### config.mk
export PLATFORM = sky130hd
export DESIGN_NAME = fairy_wb_stage
export DESIGN_NICKNAME = d
export VERILOG_FILES = /design/src/rtl/fairy_wb_stage_pkg.sv /design/src/rtl/fairy_wb_stage_cp0.sv /design/src/rtl/fairy_wb_stage.sv
export SDC_FILE = /design/constraint.sdc
export NUM_CORES = 1
export LEC_CHECK = 0
export CAP_MARGIN = 20
export CELL_PAD_IN_SITES_DETAIL_PLACEMENT = 1
export CELL_PAD_IN_SITES_GLOBAL_PLACEMENT = 2
export CORE_UTILIZATION = 34
export CTS_CLUSTER_SIZE = 20
export DETAILED_ROUTE_END_ITERATION = 7
export DONT_BUFFER_PORTS = 1
export PLACE_DENSITY_LB_ADDON = 0.1
export RECOVER_POWER = 50
export SYNTH_ARGS = -nofsm -noshare
export SYNTH_HDL_FRONTEND = slang
export SYNTH_SLANG_ARGS = --single-unit
### constraint.sdc
create_clock -name clk -period 2.1 [get_ports clk]
set_input_delay 0.42 -clock clk [delete_from_list [all_inputs] [get_ports clk]]
set_output_delay 0.42 -clock clk [all_outputs]
set_load 0.05 [all_outputs]
### src/rtl/fairy_wb_stage_pkg.sv
// fairy_wb_stage_pkg
//   Shared definitions for the writeback stage: opcode/funct constants,
//   CP0 register numbers, ExcCode values, the ERET encoding, the Status
//   write mask and a small instruction-decode helper.
//   The optional CP0 timer is enabled by defining FAIRY_CP0_TIMER_EN.
package fairy_wb_stage_pkg;

    localparam logic [5:0] OP_SPECIAL = 6'b000000;
    localparam logic [5:0] OP_JAL     = 6'b000011;
    localparam logic [5:0] OP_COP0    = 6'b010000;

    localparam logic [5:0] FN_JR      = 6'b001000;
    localparam logic [5:0] FN_SYSCALL = 6'b001100;
    localparam logic [5:0] FN_BREAK   = 6'b001101;
    localparam logic [5:0] FN_MTHI    = 6'b010001;
    localparam logic [5:0] FN_MTLO    = 6'b010011;

    localparam logic [4:0] RS_MF = 5'b00000;
    localparam logic [4:0] RS_MT = 5'b00100;

    localparam logic [4:0] CP0_BADVADDR = 5'd8;
    localparam logic [4:0] CP0_COUNT    = 5'd9;
    localparam logic [4:0] CP0_COMPARE  = 5'd11;
    localparam logic [4:0] CP0_STATUS   = 5'd12;
    localparam logic [4:0] CP0_CAUSE    = 5'd13;
    localparam logic [4:0] CP0_EPC      = 5'd14;

    localparam logic [4:0] EXC_INT  = 5'd0;
    localparam logic [4:0] EXC_ADEL = 5'd4;
    localparam logic [4:0] EXC_ADES = 5'd5;
    localparam logic [4:0] EXC_SYS  = 5'd8;
    localparam logic [4:0] EXC_BP   = 5'd9;
    localparam logic [4:0] EXC_OV   = 5'd12;

    localparam logic [31:0] INST_ERET = 32'h42000018;

    // Status bits an MTC0 can set: IE[0], EXL[1], IM[15:8]; all others
    // (including BEV) read back as 0 after a software write.
    localparam logic [31:0] STATUS_WMASK = 32'h0000FF03;

    typedef struct packed {
        logic       dest_valid;
        logic [4:0] dest;
        logic       is_mfc0;
        logic       is_mtc0;
        logic       is_eret;
        logic       is_sys;
        logic       is_bp;
        logic       is_load;
    } dec_t;

    function automatic dec_t decode_inst(input logic [31:0] inst);
        dec_t       d;
        logic [5:0] op;
        logic [5:0] fn;
        logic [4:0] rs;
        d  = '0;
        op = inst[31:26];
        fn = inst[5:0];
        rs = inst[25:21];
        if (op == OP_SPECIAL) begin
            d.dest_valid = !((fn == FN_JR) || (fn == FN_SYSCALL) || (fn == FN_BREAK) ||
                             (fn == FN_MTHI) || (fn == FN_MTLO) || (fn[5:2] == 4'b0110));
            d.dest   = inst[15:11];
            d.is_sys = (fn == FN_SYSCALL);
            d.is_bp  = (fn == FN_BREAK);
        end else if (op == OP_JAL) begin
            d.dest_valid = 1'b1;
            d.dest       = 5'd31;
        end else if ((op[5:3] == 3'b001) || (op[5:3] == 3'b100)) begin
            d.dest_valid = 1'b1;
            d.dest       = inst[20:16];
        end else if ((op == OP_COP0) && (rs == RS_MF)) begin
            d.dest_valid = 1'b1;
            d.dest       = inst[20:16];
            d.is_mfc0    = 1'b1;
        end
        d.is_mtc0 = (op == OP_COP0) && (rs == RS_MT);
        d.is_eret = (inst == INST_ERET);
        d.is_load = (op[5:3] == 3'b100);
        return d;
    endfunction

endpackage

### src/rtl/fairy_wb_stage_cp0.sv
// fairy_wb_stage_cp0
//   CP0 register file: Status, Cause, EPC, BadVAddr and (with
//   FAIRY_CP0_TIMER_EN defined) Count/Compare with the IP7 timer interrupt.
// Ports
//   clk, reset_n     clock, synchronous active-low reset
//   mtc0_wen         MTC0 committing this cycle (already gated by exception)
//   cp0_addr         rd field: MTC0 target and MFC0 source
//   wdata            MTC0 write data
//   rdata            MFC0 read data (combinational)
//   exc_commit       exception committing; exc_code/exc_pc describe it
//   badv_wen         exception is AdEL/AdES; badv_data is the bad address
//   eret_commit      ERET committing (clears EXL)
//   int_req          timer interrupt request (IE & ~EXL & IM7 & IP7)
//   epc              current EPC, used as the ERET target
module fairy_wb_stage_cp0
    import fairy_wb_stage_pkg::*;
#(
    parameter logic [31:0] RESET_STATUS = 32'h00400000
) (
    input  logic        clk,
    input  logic        reset_n,
    input  logic        mtc0_wen,
    input  logic [4:0]  cp0_addr,
    input  logic [31:0] wdata,
    output logic [31:0] rdata,
    input  logic        exc_commit,
    input  logic [4:0]  exc_code,
    input  logic [31:0] exc_pc,
    input  logic        badv_wen,
    input  logic [31:0] badv_data,
    input  logic        eret_commit,
    output logic        int_req,
    output logic [31:0] epc
);

    logic [31:0] status_reg;
    logic [4:0]  exc_code_reg;
    logic [31:0] epc_reg;
    logic [31:0] badvaddr_reg;
    logic        ip7_reg;
    logic [31:0] count_reg;
    logic [31:0] compare_reg;
    logic [31:0] status_wval;

    genvar gi;
    generate
        for (gi = 0; gi < 32; gi++) begin : g_status_mask
            assign status_wval[gi] = STATUS_WMASK[gi] & wdata[gi];
        end
    endgenerate

    always_ff @(posedge clk) begin
        if (!reset_n) begin
            status_reg   <= RESET_STATUS;
            exc_code_reg <= '0;
            epc_reg      <= '0;
            badvaddr_reg <= '0;
        end else if (exc_commit) begin
            exc_code_reg <= exc_code;
            // A nested exception keeps the original return address.
            if (!status_reg[1]) begin
                epc_reg <= exc_pc;
            end
            if (badv_wen) begin
                badvaddr_reg <= badv_data;
            end
            status_reg[1] <= 1'b1;
        end else if (eret_commit) begin
            status_reg[1] <= 1'b0;
        end else if (mtc0_wen) begin
            if (cp0_addr == CP0_STATUS) begin
                status_reg <= status_wval;
            end
            if (cp0_addr == CP0_EPC) begin
                epc_reg <= wdata;
            end
        end
    end

`ifdef FAIRY_CP0_TIMER_EN
    logic tick_reg;

    always_ff @(posedge clk) begin
        if (!reset_n) begin
            tick_reg    <= 1'b0;
            count_reg   <= '0;
            compare_reg <= '0;
            ip7_reg     <= 1'b0;
        end else begin
            tick_reg <= ~tick_reg;
            if (mtc0_wen && (cp0_addr == CP0_COUNT)) begin
                count_reg <= wdata;
            end else if (tick_reg) begin
                count_reg <= count_reg + 32'd1;
            end
            if (mtc0_wen && (cp0_addr == CP0_COMPARE)) begin
                compare_reg <= wdata;
            end
            // Writing Compare acknowledges the interrupt and beats a match.
            if (mtc0_wen && (cp0_addr == CP0_COMPARE)) begin
                ip7_reg <= 1'b0;
            end else if (count_reg == compare_reg) begin
                ip7_reg <= 1'b1;
            end
        end
    end
`else
    assign count_reg   = '0;
    assign compare_reg = '0;
    assign ip7_reg     = 1'b0;
`endif

    assign int_req = status_reg[0] & ~status_reg[1] & status_reg[15] & ip7_reg;
    assign epc     = epc_reg;

    always_comb begin
        rdata = '0;
        case (cp0_addr)
            CP0_BADVADDR: rdata = badvaddr_reg;
            CP0_COUNT:    rdata = count_reg;
            CP0_COMPARE:  rdata = compare_reg;
            CP0_STATUS:   rdata = status_reg;
            CP0_CAUSE:    rdata = {16'b0, ip7_reg, 8'b0, exc_code_reg, 2'b0};
            CP0_EPC:      rdata = epc_reg;
            default:      rdata = '0;
        endcase
    end

endmodule

### src/rtl/fairy_wb_stage.sv
// fairy_wb_stage
//   Writeback stage: registers the memory-stage result, drives the regfile
//   write port, detects and commits exceptions, executes MFC0/MTC0/ERET and
//   redirects fetch on exception or ERET. Optional CP0 timer interrupt is
//   built when FAIRY_CP0_TIMER_EN is defined.
// Ports
//   clk, reset_n       clock, synchronous active-low reset
//   inst_i, data_i,    memory-stage instruction (0 = bubble), result/load
//   pc_i               data (bad address on misalign, rt on MTC0), its PC
//   overflow_i         arithmetic overflow flag
//   unaligned_addr_i   misaligned load/store flag
//   rf_wen_o, rf_waddr_o, rf_wdata_o   regfile write port
//   exception_o        exception taken this cycle; flushes IF..MEM
//   eret_o             ERET committing this cycle
//   redirect_pc_o      EXC_VECTOR on exception, EPC on ERET, else 0
module fairy_wb_stage
    import fairy_wb_stage_pkg::*;
#(
    parameter logic [31:0] EXC_VECTOR   = 32'hBFC00380,
    parameter logic [31:0] RESET_STATUS = 32'h00400000
) (
    input  logic        clk,
    input  logic        reset_n,
    input  logic [31:0] inst_i,
    input  logic [31:0] data_i,
    input  logic [31:0] pc_i,
    input  logic        overflow_i,
    input  logic        unaligned_addr_i,
    output logic        rf_wen_o,
    output logic [4:0]  rf_waddr_o,
    output logic [31:0] rf_wdata_o,
    output logic        exception_o,
    output logic        eret_o,
    output logic [31:0] redirect_pc_o
);

    logic [31:0] inst_reg;
    logic [31:0] data_reg;
    logic [31:0] pc_reg;
    logic        ov_reg;
    logic        ua_reg;

    dec_t        dec;
    logic        inst_valid;
    logic        int_req;
    logic [4:0]  exc_code;
    logic [31:0] cp0_rdata;
    logic [31:0] epc;
    logic        flush;

    // The instruction arriving behind an exception or ERET is younger and
    // must not commit, so the stage loads a bubble on that edge.
    assign flush = exception_o | eret_o;

    always_ff @(posedge clk) begin
        if (!reset_n || flush) begin
            inst_reg <= '0;
            data_reg <= '0;
            pc_reg   <= '0;
            ov_reg   <= 1'b0;
            ua_reg   <= 1'b0;
        end else begin
            inst_reg <= inst_i;
            data_reg <= data_i;
            pc_reg   <= pc_i;
            ov_reg   <= overflow_i;
            ua_reg   <= unaligned_addr_i;
        end
    end

    assign dec        = decode_inst(inst_reg);
    assign inst_valid = (inst_reg != 32'd0);

    // Priority chain, highest first: Int, AdEL/AdES, Ov, Sys, Bp.
    always_comb begin
        exception_o = 1'b1;
        exc_code    = EXC_INT;
        if (int_req && inst_valid) begin
            exc_code = EXC_INT;
        end else if (ua_reg && inst_valid) begin
            exc_code = dec.is_load ? EXC_ADEL : EXC_ADES;
        end else if (ov_reg && inst_valid) begin
            exc_code = EXC_OV;
        end else if (dec.is_sys) begin
            exc_code = EXC_SYS;
        end else if (dec.is_bp) begin
            exc_code = EXC_BP;
        end else begin
            exception_o = 1'b0;
        end
    end

    assign eret_o = dec.is_eret & ~exception_o;

    always_comb begin
        redirect_pc_o = '0;
        if (exception_o) begin
            redirect_pc_o = EXC_VECTOR;
        end else if (eret_o) begin
            redirect_pc_o = epc;
        end
    end

    assign rf_waddr_o = dec.dest_valid ? dec.dest : 5'd0;
    assign rf_wen_o   = dec.dest_valid & (dec.dest != 5'd0) & ~exception_o;
    assign rf_wdata_o = dec.is_mfc0 ? cp0_rdata : data_reg;

    fairy_wb_stage_cp0 #(
        .RESET_STATUS (RESET_STATUS)
    ) u_cp0 (
        .clk         (clk),
        .reset_n     (reset_n),
        .mtc0_wen    (dec.is_mtc0 & ~exception_o),
        .cp0_addr    (inst_reg[15:11]),
        .wdata       (data_reg),
        .rdata       (cp0_rdata),
        .exc_commit  (exception_o),
        .exc_code    (exc_code),
        .exc_pc      (pc_reg),
        .badv_wen    (ua_reg & inst_valid & ~(int_req & inst_valid)),
        .badv_data   (data_reg),
        .eret_commit (eret_o),
        .int_req     (int_req),
        .epc         (epc)
    );

endmodule

Yosys cells after proc, flatten, opt, wreduce, memory -nomap -nowiden. Index checks and enable logic that the tools add are counted.

Flip-flop bits (word level): 178. Word-level logic and storage cells: 92. Output and inout port bits: 72. Input port bits: 100.

Equal/unequal tests: 18. Reduce and logical (&&, ||, !) cells: 25. Bitwise logic cells: 8. Mux-type cells: 31.

Operators by type and width (number): $mux W32 (8); $pmux W32 S4 (1); $eq A32 B31 Y1 const B (1); $reduce_bool A32 Y1 (1); $eq A5 B4 Y1 const B (4); $eq A6 B4 Y1 const B (3); $eq A6 B5 Y1 const B (3); $mux W6 (3); $mux W4 (4); $mux W1 (10); $reduce_and A4 Y1 (2); $logic_or A1 B1 Y1 (7); $mux W7 (1); $eq A6 B2 Y1 const B (1); $logic_not A6 Y1 (1); $mux W2 (3); $reduce_bool A3 Y1 (2); $and A1 B1 Y1 (5); $eq A5 B3 Y1 const B (1); $logic_not A5 Y1 (1); $mux W5 (1); $reduce_bool A5 Y1 (1); $eq A4 B3 Y1 const B (1); $logic_and A1 B1 Y1 (4); other kinds (8) (13).

Depth between registers and ports, before layout.
Word-level depth: 11. Mapped depth: 8. Gate-level depth less buffers: 5.

Cells and area by module. Synthesis repeated with hierarchy kept, for this count alone.

Cells, all modules: 897. Area total of the unflattened synthesis: 7930.1 sq um.

By module, submodules not included: fairy_wb_stage_cp0 (cells each 462, seq. area each 1601.5 sq um, area each 4091.4 sq um, times used 1); fairy_wb_stage (cells each 435, seq. area each 1961.9 sq um, area each 3838.7 sq um, times used 1).

Least setup slack after synthesis. OpenSTA, ideal clock, no wires.

Kind: reg2out. Start point: register inst_reg[30]. End point: output rf_wdata_o[10]. Stages on the path, launching flop included: 6. Path buffers: 1. Required time: 1.680 ns. Setup slack: -0.958 ns. Arrival: 2.638 ns. Cell sequence: dfxtp_1 nor4b_1 nand3_1 or3_1 clkbuf_1 o21ai_0.

Cells in the longest elaborated chain, start to end: 7. Elaborated cells on any way between the ends: 12. Those cells by class: eq/ne: 4; mux: 5; reduce/logical: 3.

Ends and longest elaborated chain: start: declaration (line fairy_wb_stage.sv:37) `logic [31:0] inst_reg;`; start signal: assignment (line fairy_wb_stage.sv:63) `inst_reg <= inst_i;`; $eq A6 B5 Y1 (line fairy_wb_stage_pkg.sv:73) `end else if ((op == OP_COP0) && (rs == RS_MF)) begin`; $logic_and A1 B1 Y1 (line fairy_wb_stage_pkg.sv:73); $mux W7 (line fairy_wb_stage_pkg.sv:73); $mux W1 (line fairy_wb_stage_pkg.sv:70) `end else if ((op[5:3] == 3'b001) || (op[5:3] == 3'b100)) begin`; $mux W1 (line fairy_wb_stage_pkg.sv:67) `end else if (op == OP_JAL) begin`; $mux W1 * (line fairy_wb_stage_pkg.sv:61) `if (op == OP_SPECIAL) begin`; $mux W32 * (line fairy_wb_stage.sv:106) `assign rf_wdata_o = dec.is_mfc0 ? cp0_rdata : data_reg;`; end: declaration (line fairy_wb_stage.sv:31) `output logic [31:0] rf_wdata_o,`.

Every way passes the cells marked *; elsewhere a longest branch is shown, timed or not.

Worst setup path in the final report.
Start point: register inst_reg[15]. End point: output rf_wdata_o[9].

Cells in the longest elaborated chain, start to end: 3. Elaborated cells on any way between the ends: 6. Those cells by class: eq/ne: 4; mux: 2.

Ends and longest elaborated chain: $eq A5 B4 Y1 (line fairy_wb_stage_cp0.sv:118) `case (cp0_addr)`; $pmux W32 S4 * (line fairy_wb_stage_cp0.sv:118); $mux W32 * (line fairy_wb_stage.sv:106).

Marks and branches as above.

==> impl_metrics.env <==
export IMPL_status="finished with violations"
export IMPL_failed_checks="setup timing"
export IMPL_layout_drive_gt1_share_pct=40.75
export IMPL_cts_buffers=17
export IMPL_grt_pass1_wl_mm=38.20
export IMPL_cp_start_kind="register"
export IMPL_p_clk_share_pct=35.7
export IMPL_core_um2=20360
export IMPL_h_tree_depth=4
export IMPL_post_drt_wl_per_cell_um=23.50
export IMPL_pin_count=172
export IMPL_ir_drop_v=0.0005636
export IMPL_synthFlopType="dfxtp_1"
export IMPL_fmax_ghz=0.3599
export IMPL_clock_sinks=176
export IMPL_gp_congestion=0.8043
export IMPL_hold_path_startpoint="data_i[25]"
export IMPL_final_common_cell="dfxtp_1"
export IMPL_yosys_cell_types_count=46
export IMPL_power_frac_comb_pct=22.6
export IMPL_crit_family="buffers and inverters"
export IMPL_crit_buf_inv=6
export IMPL_hold_viol_final=0
export IMPL_syn2layout_area_growth_pct=60.22
export IMPL_fin_tns_setup_ns=-75.43
export IMPL_holdCritPathClass="primary input to register"
export IMPL_clkTransAtPathRegs_ns=0.07
export IMPL_first_pass_iters=5
export IMPL_finalPower_mw=8.999
export IMPL_nets=996
export IMPL_synth_net_count=854
export IMPL_rr_endpoint="inst_reg[14]"
export IMPL_insertion_delay_ns=0.44
export IMPL_crit_chain="buf_6 > nand2b_4 > buf_6 > nor4_4 > buf_4 > buf_12 > buf_4 > a222oi_1 > o21ai_4 > buf_12"
export IMPL_syn_inst=754
export IMPL_cts_tree="built"
export IMPL_core_rowCount=52
export IMPL_die_x_um=146.4
export IMPL_avgSynthCellArea_um2=9.402
export IMPL_grt_pass1_vias=6763
export IMPL_maxSlewHeadroom_pct=63.93
export IMPL_start_util_pct=34.81
export IMPL_fin_skew_ns=0.01260
export IMPL_ys_seq_elements=176
export IMPL_cp_end_kind="output port"
export IMPL_min_path_cells=1
export IMPL_layout_common_cells="dfxtp_1, nand2_1, and2_1, inv_1"
export IMPL_reg2reg_depth=11
export IMPL_crit_fanout=8
export IMPL_dr_first_iter_drc_count=410
export IMPL_tightestPinTransition_ns=0.5410
export IMPL_grt_max_degree=81
export IMPL_rsz0062_at_grt="yes"
export IMPL_cts_max_path_buffers=2
export IMPL_layout_setup_ws_ns=-0.6785
export IMPL_design_area_um2=11360
export IMPL_via_per_inst=5.321
export IMPL_syn_cell_area_um2=7089
export IMPL_dp_worst_setup_slack_ns=-0.5628
export IMPL_track_usage_pct=23.48
export IMPL_arrival_ns=2.36
export IMPL_fin_crit_sh_pct=132.3
export IMPL_cp_slowest_cell="a222oi_1"
export IMPL_wirelength_mm=27.71
export IMPL_cap_violations=0
export IMPL_async_flop_share_pct=0
export IMPL_grt_overflow=0
export IMPL_p_int_mw=6.309
export IMPL_synth_edf_count=0
export IMPL_dieArea_um2=21430
export IMPL_seq_power_share_pct=41.7
export IMPL_seq_area_frac_synth_pct=49.70
export IMPL_cts_root_buffer="clkbuf_16"
export IMPL_drc=0
export IMPL_grt_antenna_before_repair=4
export IMPL_finalSetupViolCount=237
export IMPL_r2r_start="inst_reg[19]"
export IMPL_chipHeight_um=146.4
export IMPL_finalCriticalPeriod_ns=2.778
export IMPL_power_switching_mw=2.690
export IMPL_portBuffers=0
export IMPL_crit_type="register to output port"
export IMPL_postRouteAntennaNets=0
export IMPL_min_to="data_reg[25]"
export IMPL_ff2ff_setup_slack_ns=-0.30
export IMPL_cp_required_ns=1.68
export IMPL_powerDensity_nw_per_um2=792.3
export IMPL_p_leak_nw=4.592
export IMPL_hpwl_mm=15.80
export IMPL_crit_start="inst_reg[15]"
export IMPL_num_vias=6273
export IMPL_slowest_delay_ns=0.45
export IMPL_drv_slew=0
export IMPL_ys_warn_count=0
export IMPL_swShare_pct=29.89
export IMPL_place_area_um2=9462
-- cells by family (layout without fill, tap and decap cells) --
kind of cell           after synthesis  after routing  synth area share [%]
AO/OA/AOI/OAI                      138            139                 15.37
XOR/XNOR                             1              1                0.1236
buffers and inverters              121            274                 7.201
flip-flops                         176            176                 49.70
multiplexers                        41             41                 5.789
other                                0              1                     0
AND/OR/NAND/NOR                    277            277                 21.81
-- worst max-delay path by stage --
stage / to / cells past startpoint
3_3_place_gp: u_cp0.epc[19] / 6
2_1_floorplan: redirect_pc_o[14] / 7
4_1_cts: redirect_pc_o[3] / 9
3_5_place_dp: u_cp0.epc[1] / 5
5_1_grt: redirect_pc_o[0] / 8
6_report: rf_wdata_o[9] / 10
-- Yosys cell counts, drive strengths merged, types with 4 or more instances --
cell	count	share of area (%)
a222oi	46	6.5
o221a	6	0.95
nor4	12	1.4
buf	19	1.7
o21ai	34	2.4
clkbuf	34	1.9
dfxtp	176	50
mux2i	41	5.8
a21o	12	1.3
inv	68	3.6
nand3	6	0.42
o31ai	4	0.49
and2	119	11
a21oi	5	0.35
nor2b	33	2.9
nor3	4	0.28
nor2	9	0.48
a22oi	19	2.0
nand2	80	4.2
-- layout make-up --
cell class,instances,area [um^2]
Tap cell,270,337.8
Timing Repair Buffer,175,2542
Inverter,68,259.0
Fill cell,2101,9006
Multi-Input combinational cell,458,4095
Sequential cell,176,3541
Clock inverter,13,151.4
Antenna cell,1,2.502
Clock buffer,18,429.2
-- through the flow --
step / utilization, % / hold WS (ns) / cells
floorplan: - / 0.4304 / 754
global placement: 46.46 / 0.4443 / 1095
detailed placement: 46.46 / 0.4542 / 1095
CTS: 51.68 / 0.07902 / 1143
global route: 55.76 / 0.07659 / 1178
finish: 55.78 / 0.1029 / 1179
-- power by group through the flow --
stage          sequential [mW]  clock, mW  combinational (mW)
2_1_floorplan             3.76          0                1.04
3_3_place_gp              3.80          0                1.57
3_5_place_dp              3.81          0                1.61
4_1_cts                   3.74       3.27                1.81
5_1_grt                   3.78       3.42                2.13
6_report                  3.76       3.21                2.03
-- timing repair --
action / CTS / global route
pin swaps: 27 / 50
cloned: 6 / 14
hold buffers: 0 / 0
buffers inserted: 12 / 22
endpoints found under the setup margin: 224 / 245
resized for setup: 42 / 92
-- per-layer routing --
layer  vias up  track usage [%]  share of wire, %
met1      3188            27.79                41
li1       2883                -                 -
met5         -                0             0.029
met3        27            5.906               5.3
met2       173            42.17                52
met4         2            5.833               1.3
Note: power is estimated with default switching activity, not from simulation.
